==> config.mk <==
export PLATFORM = sky130hd
export DESIGN_NAME = esp_led_writer
export DESIGN_NICKNAME = d
export VERILOG_FILES = /design/src/rtl/esp_led_writer.sv
export SDC_FILE = /design/constraint.sdc
export NUM_CORES = 1
export LEC_CHECK = 0
export ABC_CLOCK_PERIOD_IN_PS = 4000
export CORE_MARGIN = 8
export CORE_UTILIZATION = 50
export DETAILED_ROUTE_END_ITERATION = 10
export PLACE_DENSITY = 0.79
export SLEW_MARGIN = 0
export SYNTH_ARGS = -nofsm -noshare
export SYNTH_HDL_FRONTEND = slang
export SYNTH_SLANG_ARGS = --single-unit
==> constraint.sdc <==
create_clock -name clk -period 4 [get_ports clk]
set_input_delay 0.8 -clock clk [delete_from_list [all_inputs] [get_ports clk]]
set_output_delay 0.8 -clock clk [all_outputs]
set_load 0.02 [all_outputs]
==> src/rtl/esp_led_writer.sv <==
// ESP32 nibble-bus command decoder driving a registered 16-bit LED register.
// Each transaction is two strobed nibbles: an index, then a command.
module esp_led_writer #(
    parameter int SYNC_STAGES = 2,
    parameter int TIMEOUT     = 50000000
) (
    input  logic        clk,
    input  logic        rst,
    input  logic [0:3]  ESP,
    input  logic        STB,
    output logic [0:15] LED,
    output logic        ACK,
    output logic        ERR
);

    // state   | meaning
    // IDLE    | waiting for the index nibble, ACK low
    // GOT_IDX | index held, waiting for the command nibble, ACK high
    typedef enum logic {
        IDLE    = 1'b0,
        GOT_IDX = 1'b1
    } state_t;

    localparam int             CW = $clog2(TIMEOUT);
    localparam logic [CW-1:0]  TC = CW'(TIMEOUT - 1);

    state_t                          state;
    logic [SYNC_STAGES-1:0]          stb_sync;
    logic [SYNC_STAGES-1:0][3:0]     esp_sync;
    logic                            stb_prev;
    logic                            stb_edge;
    logic [3:0]                      nib;
    logic [3:0]                      idx;
    logic [CW-1:0]                   cnt;
    logic [15:0]                     led_q;

    assign stb_edge = stb_sync[SYNC_STAGES-1] & ~stb_prev;
    assign nib      = esp_sync[SYNC_STAGES-1];
    // Numeric bit weight 2^i of LED is addressed by index i.
    assign LED      = led_q;

    always_ff @(posedge clk or posedge rst) begin
        if (rst) begin
            stb_sync <= '0;
            esp_sync <= '0;
            stb_prev <= 1'b0;
            state    <= IDLE;
            idx      <= '0;
            cnt      <= '0;
            led_q    <= '0;
            ACK      <= 1'b0;
            ERR      <= 1'b0;
        end else begin
            stb_sync <= {stb_sync[SYNC_STAGES-2:0], STB};
            esp_sync <= {esp_sync[SYNC_STAGES-2:0], ESP};
            stb_prev <= stb_sync[SYNC_STAGES-1];

            case (state)
                IDLE: begin
                    if (stb_edge) begin
                        idx   <= nib;
                        cnt   <= '0;
                        ACK   <= 1'b1;
                        state <= GOT_IDX;
                    end
                end
                GOT_IDX: begin
                    cnt <= cnt + 1'b1;
                    // A command edge wins over the terminal count in the same cycle.
                    if (stb_edge) begin
                        case (nib)
                            4'd0:    led_q[idx] <= 1'b0;
                            4'd1:    led_q[idx] <= 1'b1;
                            4'd2:    led_q[idx] <= ~led_q[idx];
                            4'd3:    led_q      <= '0;
                            4'd4:    led_q      <= '1;
                            4'd5:    led_q      <= ~led_q;
                            4'd15:   ERR        <= 1'b0;
                            default: ERR        <= 1'b1;
                        endcase
                        ACK   <= 1'b0;
                        state <= IDLE;
                    end else if (cnt == TC) begin
                        ERR   <= 1'b1;
                        ACK   <= 1'b0;
                        state <= IDLE;
                    end
                end
                default: begin
                    ACK   <= 1'b0;
                    state <= IDLE;
                end
            endcase
        end
    end

endmodule

==> results of run 1 <==
-- through the flow --
step / util / cells / total power [mW] / setup WS, ns / hold slack, ns
final: 0.571 / 457 / 2.09 / 1.67 / 0.350
after global routing: 0.571 / 457 / 2.23 / 1.37 / 0.362
after floorplan: - / 368 / 1.25 / 1.72 / 0.331
after global placement: 0.537 / 441 / 1.46 / 1.78 / 0.334
after detailed placement: 0.537 / 441 / 1.49 / 1.70 / 0.335
after CTS: 0.571 / 457 / 2.10 / 1.69 / 0.349
-- sequential cells by signal, summed over array words and instances, names as in the netlist --
| signal | count |
|---|---|
| cnt | 26 |
| LED | 16 |
| esp_sync | 4 |
| idx | 4 |
| nib | 4 |
| stb_sync | 2 |
| ACK | 1 |
| ERR | 1 |
| state | 1 |
| stb_prev | 1 |
-- cell families (layout without fill, tap and decap cells) --
logic type,after synthesis,in the layout,synth area share
buffers and inverters,55,64,0.0675
multiplexers,15,15,0.0463
adder cells (fa/ha/maj),1,1,0.00373
AND/OR/NAND/NOR,125,125,0.244
flip-flops,60,60,0.448
AO/OA/AOI/OAI,112,112,0.191
-- final cells by class --
| type | count | area, µm² | area share |
|---|---|---|---|
| clock buffers | 10 | 138 | 0.0363 |
| inverters | 22 | 82.6 | 0.0218 |
| clock inverters | 6 | 87.6 | 0.0231 |
| well taps | 80 | 100 | 0.0264 |
| repair buffers | 26 | 255 | 0.0673 |
| flip-flops and latches | 60 | 1500 | 0.396 |
| multi-input cells | 253 | 1630 | 0.429 |
-- synthesized netlist by cell type (6+ instances only) --
| master | instances |
|---|---|
| a21oi_1 | 59 |
| a41oi_1 | 6 |
| clkbuf_1 | 28 |
| dfrtp_1 | 60 |
| inv_1 | 22 |
| mux2i_1 | 11 |
| nand2_1 | 22 |
| nand3_1 | 30 |
| nand4_1 | 7 |
| nor2_1 | 7 |
| nor4bb_1 | 6 |
| o211ai_1 | 9 |
| o21ai_0 | 23 |
| o31ai_1 | 9 |
-- worst max-delay path: stages (launching register included) --
cell      delay, ns
dfrtp_1        0.67
nor4bb_1       0.30
and3_1         0.80
o21ai_0        0.23
a21oi_1        0.23
-- power by group --
| group | leakage, nW | internal, mW | switching, mW |
|---|---|---|---|
| sequential | 0.747 | 0.722 | 0.198 |
| combinational | 0.690 | 0.278 | 0.281 |
| clock | 0.105 | 0.366 | 0.245 |
| total | 1.54 | 1.37 | 0.724 |
-- worst max path at each step --
stage / start / slack [ns] / to
2_1_floorplan: rst / 1.72 / ACK
3_3_place_gp: rst / 1.78 / cnt[14]
3_5_place_dp: state / 1.70 / LED[4]
4_1_cts: state / 1.69 / LED[4]
5_1_grt: state / 1.37 / LED[12]
6_report: state / 1.67 / LED[4]
-- metal layers --
layer,part of all wire,routed length (µm),track usage
met1,0.49,3610,0.211
met5,0,0,0
met2,0.45,3310,0.249
met3,0.046,343,0.0441
met4,0.019,139,0.0707
-- layout by cell type (no fill, tap or decap), types with 2 or more instances in the layout --
cell type	netlist	final
a21oi_1	59	59
a31oi_1	2	2
a41oi_1	6	6
and3_1	4	4
and4_1	4	4
and4b_1	4	4
buf_4	1	2
bufinv_16	0	2
clkbuf_8	0	10
clkdlybuf4s50_1	0	24
clkinvlp_4	0	3
dfrtp_1	60	60
inv_1	22	21
mux2_2	4	4
mux2i_1	11	11
nand2_1	22	22
nand2b_1	3	3
nand3_1	30	30
nand4_1	7	7
nand4b_1	4	4
nand4bb_1	5	5
nor2_1	7	7
nor2b_1	5	5
nor3_1	5	5
nor4_1	2	2
nor4bb_1	6	6
o211ai_1	9	9
o21ai_0	23	23
o31ai_1	9	9
or4_1	2	2
or4b_2	3	3
==> out/results.txt, run 1 <==
The run finished with clean final reports. The CTS clock-pin slew for the worst setup and hold paths came out at 0.07 ns. The worst register-to-register path ends at LED[4]. The sink of the worst hold path is nib[0]. The region available for standard cell placement spans 6640 µm². The net count of the finished layout is 380. The maximum vdd ir drop came out at 319 µV. The first global-routing pass estimated 13.0 mm of wire. Setup violations remaining at the end of the flow were counted as 0.

The final route contains 2808 vias. Synthesis produced a netlist whose cell count is 368. The initial standard-cell utilization of the core was 0.505. The via count of the first global-routing pass is 2736, and the post-route minimum period is 2.33 ns. After clock tree synthesis, the setup repair step added 0 buffers.

The post-synth net total was 376. The logs give 7.40 mm for the total wire length after detailed routing and 25 for the boundary pin count. The logs give 0 ns for the setup TNS and 60 for the number of sinks on the clock net. The die covers 9590 µm². After synthesis, the cell types taking the most area are dfrtp_1 45%, a21oi_1 8.8%, nand3_1 4.5%, o21ai_0 3.4%, mux2i_1 3.3%. TritonCTS built the clock tree. The biggest fanout along the worst timing path is 30, and the number of buffers added on ports is 24.

The mean cell area of the mapped netlist is 9.12 µm². Routability-driven placement finished with a final weighted congestion of 0.797. The number of buffers added by the clock tree synthesis step came out at 9.

The fraction of post-synthesis cell area in the top cell type by area is 0.448, and the source-to-sink clock delay at the later pin of the worst-skew pair is 0.34 ns. The final non-filler cell area is 3790 µm², and the count of flip-flops with a built-in enable after synthesis is 0. The worst relative slew slack came out at 0.151. The tools report the number of filler instances in the final layout as 582. The maximum level of the CTS H-tree came out at 3. The count of final max-slew check failures was 0. Path class of the lowest-slack min-delay path: flop to flop. Entering global routing, the biggest net connects 48 pins. The tools report the sequential element share of the synthesized area as 0.448. The worst flop-to-flop path startpoint was state.

Number of cell instances on the worst register-to-register path: 4. In this run the static leakage power is 1.54 nW. In the synthesized netlist the dominant register cell turns out to be dfrtp_1.

The HPWL after detailed placement is 4.55 mm. The period utilization came out at 0.581. The logs give 3350 µm² for the area of the mapped netlist and 0 for the final antenna diode count. The tools report the number of buffers inserted by hold repair at cts as 0.

Once detail routing completed, the nets flagged for antenna violations numbered 0. For the worst setup path, the data arrival time is 2.57 ns. Compared with the post-synthesis result, the final layout area differs by 13.0%.

Worst hold path startpoint: esp_sync[0]. The die is 97.9 µm wide. Setup repair after global routing left no endpoint under its margin. For the highest achievable clock rate, the log shows 430 MHz. The logs give 263 for the initial DRC count and 0 for the max capacitance violation total. The ratio of routed vias to standard cells is 6.14.

For the number of warning messages in the yosys log, the log shows 0. The setup clock skew after layout is 0.00927 ns. The cell count of the worst hold path works out to 0.

The count of different cell masters after synthesis is 48, and the slew at the pin with the worst max-slew slack is 1.26 ns. The total overflow left after global routing is 0. The maximum buffer depth of the clock tree is 2, and the layout cell share with drive strength beyond 1 is 0.0849. The pre-antenna-repair detailed-routing pass consisted of 4 iterations.

STA classifies the critical path startpoint as a flop. Synthesis inferred 60 register bits. The worst setup path is captured at a flop. Dividing total power by cell area gives a power density of 552 nW/µm². Number of antenna violations at the first check in global routing: 0. The number of hold violations in the final report came out at 0. The global-route usage over all layers is 0.163, and the reg-to-reg setup timing slack is 1.67 ns.

The share of synthesized registers carrying an async set or reset came out at 1.00. In this run the vertical extent of the chip is 97.9 µm. The cell at the root of the clock tree was clkbuf_8.

In this run the cell area measured after placement is 3570 µm². STA puts the critical path data required time at 4.25 ns. Average wire per standard cell: 16.2 µm.

The tools report the number of cell rows as 30. The worst setup path is of the flop to flop kind. The logs give 0 for the number of DRC violations after detailed routing and 0 for the number of resized instances in the post-cts repair step.

The cell accounting for the most synthesized area is dfrtp_1.
Note: power is estimated with default switching activity, not from simulation.
==> inputs of run 2 (changes only) <==
Settings changed: ABC_CLOCK_PERIOD_IN_PS 4000 to 2400.
Clock period 4 ns to 2.4 ns, I/O delays scaled along.
==> run 2 against run 1 <==
Net effect: hold slack worse by 0.0067 ns; sequential share of layout area is 1.1 points lower; combinational power grew 81%; cell area grew 2.9%; clock skew decreased by 0.0012 ns; clock-buffer cell count unchanged; wire length decreased by 0.95%; clock power up 87%; total power grew 74%; critical path type unchanged; largest cell class unchanged; highest routed layer unchanged.
==> out/results.txt, run 2 (synthesis results as in run 1) <==
The flow ran to the end, and the final reports show no timing, DRC or antenna violations. The maximum buffer depth of the clock tree is 2, and the setup clock skew after layout is 0.00807 ns. The global-route usage over all layers is 0.162, and the area of the placeable core is 6640 µm².

The slew at the pin with the worst max-slew slack came out at 0.746 ns. The run gives 2708 as the via count of the first global-routing pass. The largest single stage delay on the critical path is 0.65 ns.

The post-DP HPWL was 4.70 mm; the net total in the final layout was 390. Using the TritonRoute via totals, the vias-per-cell ratio works out to 6.11. The layout cell share with drive strength beyond 1 is 0.109. The number of flip-flops under the largest register name is 26, and the biggest fanout along the worst timing path is 9.

In this run the count of I/O pins placed on the die edge is 25. The number of sinks on the clock net is 60. The signal on the critical path passes through ha_1, nand3_1, or4_1, nor3_1, mux2i_1.

The startpoint identified for the worst register-to-register timing path is cnt[0]. The arrival time at the worst endpoint came out at 2.35 ns. Global routing finished with a remaining overflow of 0. In this run the number of H-tree levels came out at 3. The worst relative slew slack came out at 0.503.

The reg-to-reg endpoint was cnt[24]. Required time of the worst setup path: 2.67 ns. At the end of routability-driven placement, the weighted congestion stood at 0.855. The tools report the number of antenna violations at the first check in global routing as 0. Hold repair after CTS inserted 0 buffers.

The finished layout holds 467 standard cells, fillers aside. The register ranked first by flip-flop count was cnt. The routed design has 7.33 mm of wire. The run gives 719 µV as the maximum vdd ir drop. The remaining number of nets flagged by the antenna check after routing came out at 0. Before antenna repair, the detailed router went through 4 iterations. The path with the worst hold slack has its endpoint at nib[3]. The source-to-sink clock delay at the later pin of the worst-skew pair was 0.34 ns; the count of final max-slew check failures was 0. Setup violations remaining at the end of the flow were counted as 0. TritonCTS built the clock tree. CTS placed an instance of clkbuf_8 at the clock tree root. Core utilization of the finished layout: 0.587.

The element type at the critical path start is a flop. The power per unit of standard cell area was 932 nW/µm²; the final non-filler cell area was 3900 µm². In this run the tool buffered the top-level ports with 24 buffer cells. Via count of the routed design: 2854.

In this run, post-CTS repair resized a total of 0 instances. The leakage power figure was 1.61 nW; the setup TNS was 0 ns. Across all register-to-register paths, the minimum setup slack is 0.32 ns. The CTS clock-pin slew for the worst setup and hold paths came out at 0.07 ns. The number of placed instances with taps included came out at 451. In the final routed layout, each cell accounts on average for 15.7 µm.

The initial standard-cell utilization of the core was 0.505. In this run the post-CTS setup repair buffer count came out at 0. The first routing iteration left 265 violations. Slowest stage cell on the critical path: or4_1.

The largest net degree at the start of global routing is 61. The cell count of the worst hold path is 0. Counting the buffers created by CTS gives 9.

In the layout the commonest cells are 60 x dfrtp_1, 59 x a21oi_1, 30 x nand3_1. The period utilization is 0.867. Relative to the synthesized area, the layout overhead comes to 16.3%. The die height is 97.9 µm. Setup repair after global routing left no endpoint under its margin. Die span in x: 97.9 µm. The worst register-to-register path has a depth of 5. The worst setup path is captured at a flop.

For the finished layout, the period the worst path requires is 2.08 ns. The floorplan step defined a die boundary enclosing 9590 µm². The worst-case setup slack after placement came out at 0.353 ns.

The critical path starts at cnt[0]. The tools report the first-pass GRT wire length as 12.9 mm. Derived from the worst setup path, the maximum achievable clock frequency is 481 MHz.

0 antenna diodes ended up in the layout. The run gives 0.320 ns as the post-route worst setup slack. The logs give 3650 µm² for the post-placement cell area and 30 for the number of cell rows. The startpoint identified for the worst hold timing path is esp_sync[3]. The tightest min-delay check is of the flop to flop type. The tool flagged a number of max-cap violations equal to 0. The library cell used most frequently in the layout, excluding fill and tap cells, is dfrtp_1. Start-to-end type of the worst setup path: flop to flop.

The number of hold violations in the final report was 0. The run gives 0 as the number of DRC violations after detailed routing.
[run 2: cell type report]
cell class,count,area [µm²]
fill,542,2740
multi-input combinational,253,1630
sequential,60,1500
timing repair buffer,36,343
clock buffer,10,138
clock inverter,6,111
tap,80,100
inverter,22,82.6
[run 2: how the worst max path moves through the flow]
stage,slack [ns],end,depth (start not counted)
after floorplan,0.44,ACK,1
after global placement,0.41,cnt[24],5
after detailed placement,0.35,cnt[24],5
after CTS,0.33,cnt[24],5
after global routing,0.19,cnt[24],5
final,0.32,cnt[24],5
[run 2: metal layers]
layer | track usage | vias to the layer above | share of wire
li1 | - | 1398 | -
met1 | 0.215 | 1362 | 0.47
met2 | 0.242 | 78 | 0.46
met3 | 0.0292 | 16 | 0.049
met4 | 0.0911 | 0 | 0.022
met5 | 0 | - | 0
[run 2: worst max-delay path: cells and delay by family, from the launching register on]
| family | cells | cell delay, ns |
|---|---|---|
| simple gates | 3 | 1.08 |
| flops | 1 | 0.43 |
| mux | 1 | 0.20 |
| fa+ha+maj | 1 | 0.30 |
[run 2: stage by stage]
stage / hold WS, ns / power [mW]
2_1_floorplan: 0.331 / 2.08
3_3_place_gp: 0.332 / 2.47
3_5_place_dp: 0.335 / 2.52
4_1_cts: 0.349 / 3.67
5_1_grt: 0.355 / 3.85
6_report: 0.343 / 3.64
[run 2: report_power, final]
part           switching [mW]  total [mW]  internal (mW)  leakage (nW)
Clock                   0.418        1.14          0.718         0.122
Sequential              0.288        1.49           1.20         0.747
Combinational           0.514        1.01          0.495         0.742
Total                    1.22        3.64           2.42          1.61
